[src/rtl/shift_normalizer_8bit.sv]
// Sequential normalizer: shifts a captured word one bit per cycle toward the
// selected end until the first set bit lands there. It then reports the
// normalized word and the shift count that recovers the original word.
module shift_normalizer_8bit #(
  parameter int WIDTH = 8,
  parameter int CNT_W = 3
) (
  input  logic             Clock,
  input  logic             Reset_n,
  input  logic             start,
  input  logic [WIDTH-1:0] data_in,
  input  logic             dir,
  output logic             busy,
  output logic             done,
  output logic [WIDTH-1:0] data_out,
  output logic [CNT_W-1:0] shift_amt,
  output logic             zero
);

  typedef enum logic [1:0] {
    IDLE  = 2'd0,
    SHIFT = 2'd1,
    DONE  = 2'd2
  } state_t;

  state_t           state_q, state_d;
  logic [WIDTH-1:0] work_q, work_d;
  logic [CNT_W-1:0] cnt_q, cnt_d;
  logic             dir_q, dir_d;

  // Result bus produced in SHIFT and committed to the outputs on DONE entry.
  logic             load_res;
  logic [WIDTH-1:0] res_data;
  logic [CNT_W-1:0] res_amt;
  logic             res_zero;

  // The bit that must be set for the word to count as normalized.
  logic             target_bit;
  assign target_bit = dir_q ? work_q[0] : work_q[WIDTH-1];

  // Next-state, working-register and result computation.
  always_comb begin
    state_d  = state_q;
    work_d   = work_q;
    cnt_d    = cnt_q;
    dir_d    = dir_q;
    load_res = 1'b0;
    res_data = '0;
    res_amt  = '0;
    res_zero = 1'b0;
    case (state_q)
      IDLE: begin
        if (start) begin
          work_d  = data_in;
          dir_d   = dir;
          cnt_d   = '0;
          state_d = SHIFT;
        end
      end
      SHIFT: begin
        if (work_q == '0) begin
          // An all-zero word never normalizes; report it immediately.
          state_d  = DONE;
          load_res = 1'b1;
          res_zero = 1'b1;
        end else if (target_bit) begin
          state_d  = DONE;
          load_res = 1'b1;
          res_data = work_q;
          res_amt  = cnt_q;
        end else begin
          // A nonzero word reaches its end within WIDTH-1 shifts, so the
          // counter cannot wrap.
          work_d = dir_q ? (work_q >> 1) : (work_q << 1);
          cnt_d  = cnt_q + CNT_W'(1);
        end
      end
      DONE: begin
        state_d = IDLE;
      end
      default: begin
        state_d = IDLE;
      end
    endcase
  end

  // State, working registers and registered outputs; reset clears everything.
  always_ff @(posedge Clock) begin
    if (!Reset_n) begin
      state_q   <= IDLE;
      work_q    <= '0;
      cnt_q     <= '0;
      dir_q     <= 1'b0;
      busy      <= 1'b0;
      done      <= 1'b0;
      data_out  <= '0;
      shift_amt <= '0;
      zero      <= 1'b0;
    end else begin
      state_q <= state_d;
      work_q  <= work_d;
      cnt_q   <= cnt_d;
      dir_q   <= dir_d;
      busy    <= (state_d != IDLE);
      done    <= (state_d == DONE);
      if (load_res) begin
        data_out  <= res_data;
        shift_amt <= res_amt;
        zero      <= res_zero;
      end
    end
  end

endmodule

[config.mk]
export PLATFORM = sky130hd
export DESIGN_NAME = shift_normalizer_8bit
export DESIGN_NICKNAME = d
export VERILOG_FILES = /design/src/rtl/shift_normalizer_8bit.sv
export SDC_FILE = /design/constraint.sdc
export NUM_CORES = 1
export LEC_CHECK = 0
export ABC_CLOCK_PERIOD_IN_PS = 1500
export CAP_MARGIN = 10
export CORE_ASPECT_RATIO = 1.2
export CORE_MARGIN = 2
export CORE_UTILIZATION = 47
export CTS_BUF_LIST = sky130_fd_sc_hd__clkbuf_4
export CTS_CLUSTER_SIZE = 30
export DETAILED_ROUTE_END_ITERATION = 8
export GPL_TIMING_DRIVEN = 1
export PLACE_DENSITY = 0.83
export RECOVER_POWER = 50
export SLEW_MARGIN = 0
export SYNTH_ARGS = -nofsm -noshare
export SYNTH_HDL_FRONTEND = slang
export SYNTH_SLANG_ARGS = --single-unit
[constraint.sdc]
create_clock -name Clock -period 1.5 [get_ports Clock]
set_input_delay 0.15 -clock Clock [delete_from_list [all_inputs] [get_ports Clock]]
set_output_delay 0.15 -clock Clock [all_outputs]
set_load 0.005 [all_outputs]
==> results.py, run 1 <==
metrics = {
    "status": {
        "status": "complete, no violations",
    },
    "synthesis": {
        "synthArstFlopShare": 0,
        "yosys.area.top_type_share": 0.458,
        "synth_top_area_cell": "dfxtp_1",
        "synth_compound_area_frac": 0.206,
        "ys_seq_area_frac": 0.458,
        "synth_area_leaders": "dfxtp_1 (46%), mux2i_1 (9.0%), a22o_1 (7.2%)",
        "syn_area_um2": 1220,
        "synthCells": 122,
        "synth_edf_count": 0,
        "synth-seq-cells": 28,
        "yosys.area_share.simple": 0.192,
        "yosysWarnings": 0,
        "avgSynthCellArea_um2": 10.0,
        "syn_nets": 135,
        "synth_flop_cell": "dfxtp_1",
        "synth_xor_area_frac": 0,
        "synth_top_family_by_area": "compound AO/OA/AOI/OAI gates",
        "yosysUniqueCellTypes": 35,
        "synth_fa_ha_area_frac": 0.0102,
        "synthMuxAreaShare": 0.102,
    },
    "critical_path": {
        "r2r_cells": 4,
        "critPathKind": "reg -> reg",
        "r2r-start": "work_q[7]$_SDFFE_PN0P_",
        "worst-path-stages": 4,
        "cp_slowest_cell": "dfxtp_4",
        "critPathCaptureType": "register",
        "crit_path_max_incr_delay_ns": 0.40,
        "cp_data_required_time_ns": 1.74,
        "path_max_fanout": 6,
        "arrival_ns": 1.72,
        "startpoint": "work_q[7]$_SDFFE_PN0P_",
        "cp_num_buf_inv": 0,
        "path_delay_family": "simple AND/OR/NAND/NOR gates",
        "worstPathCellList": "nor4_4 > nand4_4 > and3_4 > a22o_1",
        "start_kind": "register",
    },
    "sta": {
        "drv_slew": 0,
        "period_needed_ns": 1.48,
        "setup_violations": 0,
        "slew_headroom": 0.744,
        "skew_ns": 0.00733,
        "worstMarginPinSlew_ns": 0.384,
        "timing.final.crit_share": 0.987,
        "holdWs_ns": 0.431,
        "timing.fmax_mhz": 675,
        "rsz0062_at_grt": "yes",
        "finalHoldViolations": 0,
        "setup_slack_ns": 0.0195,
    },
    "global_route": {
        "grt-ovfl-total": 0,
        "grt_max_degree": 16,
        "grt_pass1_vias": 1017,
        "grt_antenna_before_repair": 0,
        "grt_usage": 0.195,
        "grt_pass1_wl_mm": 4.40,
    },
    "clocking": {
        "clkTransAtPathRegs_ns": 0.14,
        "clockRootBuffer": "clkbuf_4",
        "clock-sinks": 28,
        "ctsHoldBuffers": 0,
        "htreeDepth": 1,
        "clk_path_buf_depth": 2,
        "cts_tree": "built",
        "insertion_delay_ns": 0.33,
        "cts_inserted_buffers": 3,
    },
    "routing": {
        "dr.first_iter.drc_count": 27,
        "wl_per_cell_um": 15.4,
        "viasPerCell": 5.64,
        "postRouteAntennaNets": 0,
        "wl_mm": 3.04,
        "drc_errors": 0,
        "dr_total_vias": 1116,
        "first_pass_iters": 4,
    },
    "floorplanning": {
        "core-area_um2": 2500,
        "die_w_um": 50.6,
        "die-area_um2": 3030,
        "io_pins": 26,
        "placementRows": 20,
        "chipHeight_um": 59.9,
        "initial_utilization": 0.490,
    },
    "power_and_ir_drop": {
        "leakagePower_nw": 0.686,
        "ir_drop_v": 0.000818,
        "p_total_mw": 2.22,
        "p_per_area_nw_per_um2": 1320,
    },
    "layout": {
        "stdcell_area_um2": 1680,
        "final_common_cell": "dfxtp_1",
        "final_cell_mix": "dfxtp_1 (26), buf_4 (18), clkdlybuf4s50_1 (17), nand2_1 (11), mux2i_1 (11)",
        "diodes": 0,
        "finalNetCount": 179,
        "area_growth_pct": 37.4,
        "drive_above_1_share": 0.206,
        "instances_no_fill": 198,
    },
    "hold_path": {
        "holdCritPathClass": "in -> reg",
        "min_path_cells": 3,
        "min_from": "start",
    },
    "place": {
        "hpwl_mm": 2.07,
        "dpl.cell_count": 189,
        "postPlaceCellArea_um2": 1590,
        "portBuffers": 25,
        "place_congestion": 0.787,
        "pre_cts_ws_ns": -0.0687,
    },
    "flow_run": {
        "maxCapViolCount": 0,
    },
}
==> worst min-delay path: stages <==
cell	delay [ns]
clkdlybuf4s50_1	0.43
nor2_1	0.10
nor3_1	0.05
==> registers in the layout (all words and copies together), names as in the netlist <==
name / flops
data_out: 8
busy: 1
shift_amt: 3
done: 1
zero: 1
work_q: 8
state_q: 2
dir_q: 1
cnt_q: 3
==> worst paths after layout <==
kind	to	slack, ns
max	shift_amt[2]$_SDFFE_PN0P_	0.02
min	busy$_SDFF_PN0_	0.43
max reg2reg	shift_amt[2]$_SDFFE_PN0P_	0.02
min reg2reg	data_out[0]$_SDFFE_PN0P_	0.50
==> power breakdown <==
group          switching [mW]  leakage (nW)  internal (mW)
sequential              0.129         0.229          0.864
combinational           0.462         0.441          0.454
clock                   0.218        0.0154         0.0980
total                   0.808         0.686           1.42
==> logic make-up after synthesis <==
kind of cell / count (synthesis)
compound gates: 36
fa+ha+maj: 1
buf+inv: 7
flops: 28
mux: 12
simple gates: 38
==> per-layer routing <==
metal | vias up | global-route usage | part of all wire
li1 | 543 | - | -
met1 | 525 | 0.232 | 0.42
met2 | 39 | 0.316 | 0.51
met3 | 9 | 0.0275 | 0.035
met4 | 0 | 0.154 | 0.035
met5 | - | 0 | 0
==> final cells by class <==
type | count | area, um2
Inverter | 1 | 3.75
Tap cell | 33 | 41.3
Timing Repair Buffer | 44 | 389
Sequential cell | 28 | 566
Clock inverter | 1 | 3.75
Clock buffer | 3 | 22.5
Fill cell | 187 | 820
Multi-Input combinational cell | 88 | 657
==> stage by stage <==
step,setup TNS [ns],utilization
after global routing,-0.739,0.673
after detailed placement,-0.663,0.637
after floorplan,0,-
final,0,0.673
after CTS,0,0.653
after global placement,-0.152,0.637
==> Yosys cell counts (2+ instances only) <==
cell / n
a211oi_1: 3
a21oi_1: 10
a22o_1: 10
a31oi_1: 2
clkbuf_1: 3
dfxtp_1: 28
mux2i_1: 11
nand2_1: 11
nand3_1: 3
nor2_1: 8
nor2b_1: 2
nor3_1: 2
nor3b_1: 2
o211ai_1: 4
o22ai_1: 2
o41ai_1: 2
==> repair_timing <==
action,in CTS,in global routing
gates cloned,0,1
resized for setup,4,5
setup endpoints to repair,14,17
buffers inserted,0,4
pin swaps,1,15
No activity file was read; power rests on OpenSTA's default activity.
==> inputs of run 2 (changes only) <==
- CELL_PAD_IN_SITES_DETAIL_PLACEMENT: unset -> 0
- CELL_PAD_IN_SITES_GLOBAL_PLACEMENT: unset -> 1
- CORE_UTILIZATION: 47 -> 36
- PLACE_DENSITY: 0.83 -> 0.82
==> run 2 against run 1 <==
Net effect:
- cell count is 0.51% higher
- fmax is 1.7% higher
- clock power is 4% lower
- clock-buffer cell count stayed put
- flip-flop and latch count stayed put
- hold slack better by 0.017 ns
- utilization is 17 points lower
- critical endpoint is now work_q[5]$_SDFFE_PN0P_
- largest power group unchanged
- highest routed layer unchanged
==> results.py, run 2 (synthesis results as in run 1) <==
metrics = {
    "status": {
        "status": "complete, no violations",
    },
    "sta": {
        "timing.fmax_mhz": 687,
        "finalHoldViolations": 0,
        "slew_headroom": 0.605,
        "rsz0062_at_grt": "yes",
        "drv_slew": 0,
        "worstMarginPinSlew_ns": 0.593,
        "setup_violations": 0,
        "setup_slack_ns": 0.0438,
        "period_needed_ns": 1.46,
        "skew_ns": 0.00344,
        "timing.final.crit_share": 0.971,
    },
    "routing": {
        "wl_mm": 2.88,
        "dr_total_vias": 1079,
        "dr.first_iter.drc_count": 26,
        "first_pass_iters": 4,
        "wl_per_cell_um": 14.5,
        "drc_errors": 0,
        "postRouteAntennaNets": 0,
        "viasPerCell": 5.42,
    },
    "clocking": {
        "clk_path_buf_depth": 2,
        "clkTransAtPathRegs_ns": 0.14,
        "clockRootBuffer": "clkbuf_4",
        "cts_tree": "built",
        "ctsHoldBuffers": 0,
        "cts_inserted_buffers": 3,
        "insertion_delay_ns": 0.32,
        "htreeDepth": 1,
        "clock-sinks": 28,
    },
    "global_route": {
        "grt_antenna_before_repair": 0,
        "use_met3": 0.00756,
        "grt_pass1_vias": 1041,
        "grt_pass1_wl_mm": 4.75,
        "grt_util_met1": 0.197,
        "grt-ovfl-total": 0,
        "grt_max_degree": 15,
        "use_met2": 0.272,
        "grt_usage": 0.153,
        "top_usage_layer": "met2",
    },
    "layout": {
        "finalNetCount": 177,
        "diodes": 0,
        "multi_input_area_um2": 643,
        "n_fill_cell": 319,
        "final_cell_mix": "dfxtp_1 (25), buf_4 (17), clkdlybuf4s50_1 (15), nand2_1 (11), mux2i_1 (11)",
        "final_common_cell": "dfxtp_1",
        "area_growth_pct": 35.6,
        "reg.largest.list": "data_out x8, work_q x8",
        "drive_above_1_share": 0.204,
        "seq_area_um2": 564,
    },
    "floorplanning": {
        "die_w_um": 57.3,
        "chipHeight_um": 67.9,
        "placementRows": 23,
        "die-area_um2": 3890,
        "core-area_um2": 3310,
        "io_pins": 26,
        "initial_utilization": 0.370,
    },
    "critical_path": {
        "cp_data_required_time_ns": 1.76,
        "critPathCaptureType": "register",
        "r2r_setup_slack_ns": 0.04,
        "start_kind": "register",
        "critPathKind": "reg -> reg",
        "path_max_fanout": 8,
        "arrival_ns": 1.72,
    },
    "place": {
        "pre_cts_ws_ns": -0.0409,
        "portBuffers": 25,
        "hpwl_mm": 2.19,
        "place_congestion": 0.850,
    },
    "power_and_ir_drop": {
        "leakagePower_nw": 0.680,
        "p_total_mw": 2.17,
        "ir_drop_v": 0.000669,
        "p_per_area_nw_per_um2": 1310,
    },
    "flow_run": {
        "maxCapViolCount": 0,
    },
    "hold_path": {
        "holdCritPathClass": "in -> reg",
    },
}
-- run 2: timing repair --
| action | in CTS | in global routing |
|---|---|---|
| pin swaps | 0 | 5 |
| hold endpoints to repair | 0 | 0 |
| gates resized for setup | 1 | 7 |
| buffers inserted | 0 | 1 |
| endpoints found under the setup margin | 10 | 8 |
-- run 2: cell type report --
type,instances,share of cell area
clock buffer,3,0.0136
multi-input combinational,87,0.387
sequential,28,0.340
timing repair buffer,43,0.230
inverter,1,0.00226
tap,37,0.0279
-- run 2: per-layer routing --
metal	part of all wire	vias up
met5	0	-
li1	-	537
met3	0.026	2
met4	0.010	0
met1	0.45	520
met2	0.51	20
-- run 2: power by group --
part / leakage (nW) / internal (mW) / total [mW] / switching [mW]
Clock: 0.0138 / 0.0942 / 0.303 / 0.208
Combinational: 0.436 / 0.443 / 0.887 / 0.444
Sequential: 0.229 / 0.863 / 0.980 / 0.117
-- run 2: worst paths after layout --
check                                               start                        end  cells past startpoint
worst max-delay path                   dir_q$_SDFFE_PN0P_     work_q[5]$_SDFFE_PN0P_                      4
worst min-delay path                                start            busy$_SDFF_PN0_                      3
worst max register to register         dir_q$_SDFFE_PN0P_     work_q[5]$_SDFFE_PN0P_                      4
worst min register to register  shift_amt[2]$_SDFFE_PN0P_  shift_amt[2]$_SDFFE_PN0P_                      1
-- run 2: per-stage QoR --
step           cells  TNS [ns]  hold slack (ns)   util  instance area [um2]
2_1_floorplan    122         0            0.297      -                 1220
3_3_place_gp     195    -0.227            0.462  0.488                 1610
3_5_place_dp     195    -0.214            0.466  0.488                 1610
4_1_cts          198         0            0.457  0.495                 1640
5_1_grt          199   -0.0321            0.477  0.502                 1660
6_report         199         0            0.449  0.502                 1660
-- run 2: worst max-delay path, cell delays in order, from the launching register on --
cell and delay [ns]:
dfxtp_2 0.36, mux2_4 0.33, a21o_4 0.23, nor2_4 0.26, mux2i_1 0.22
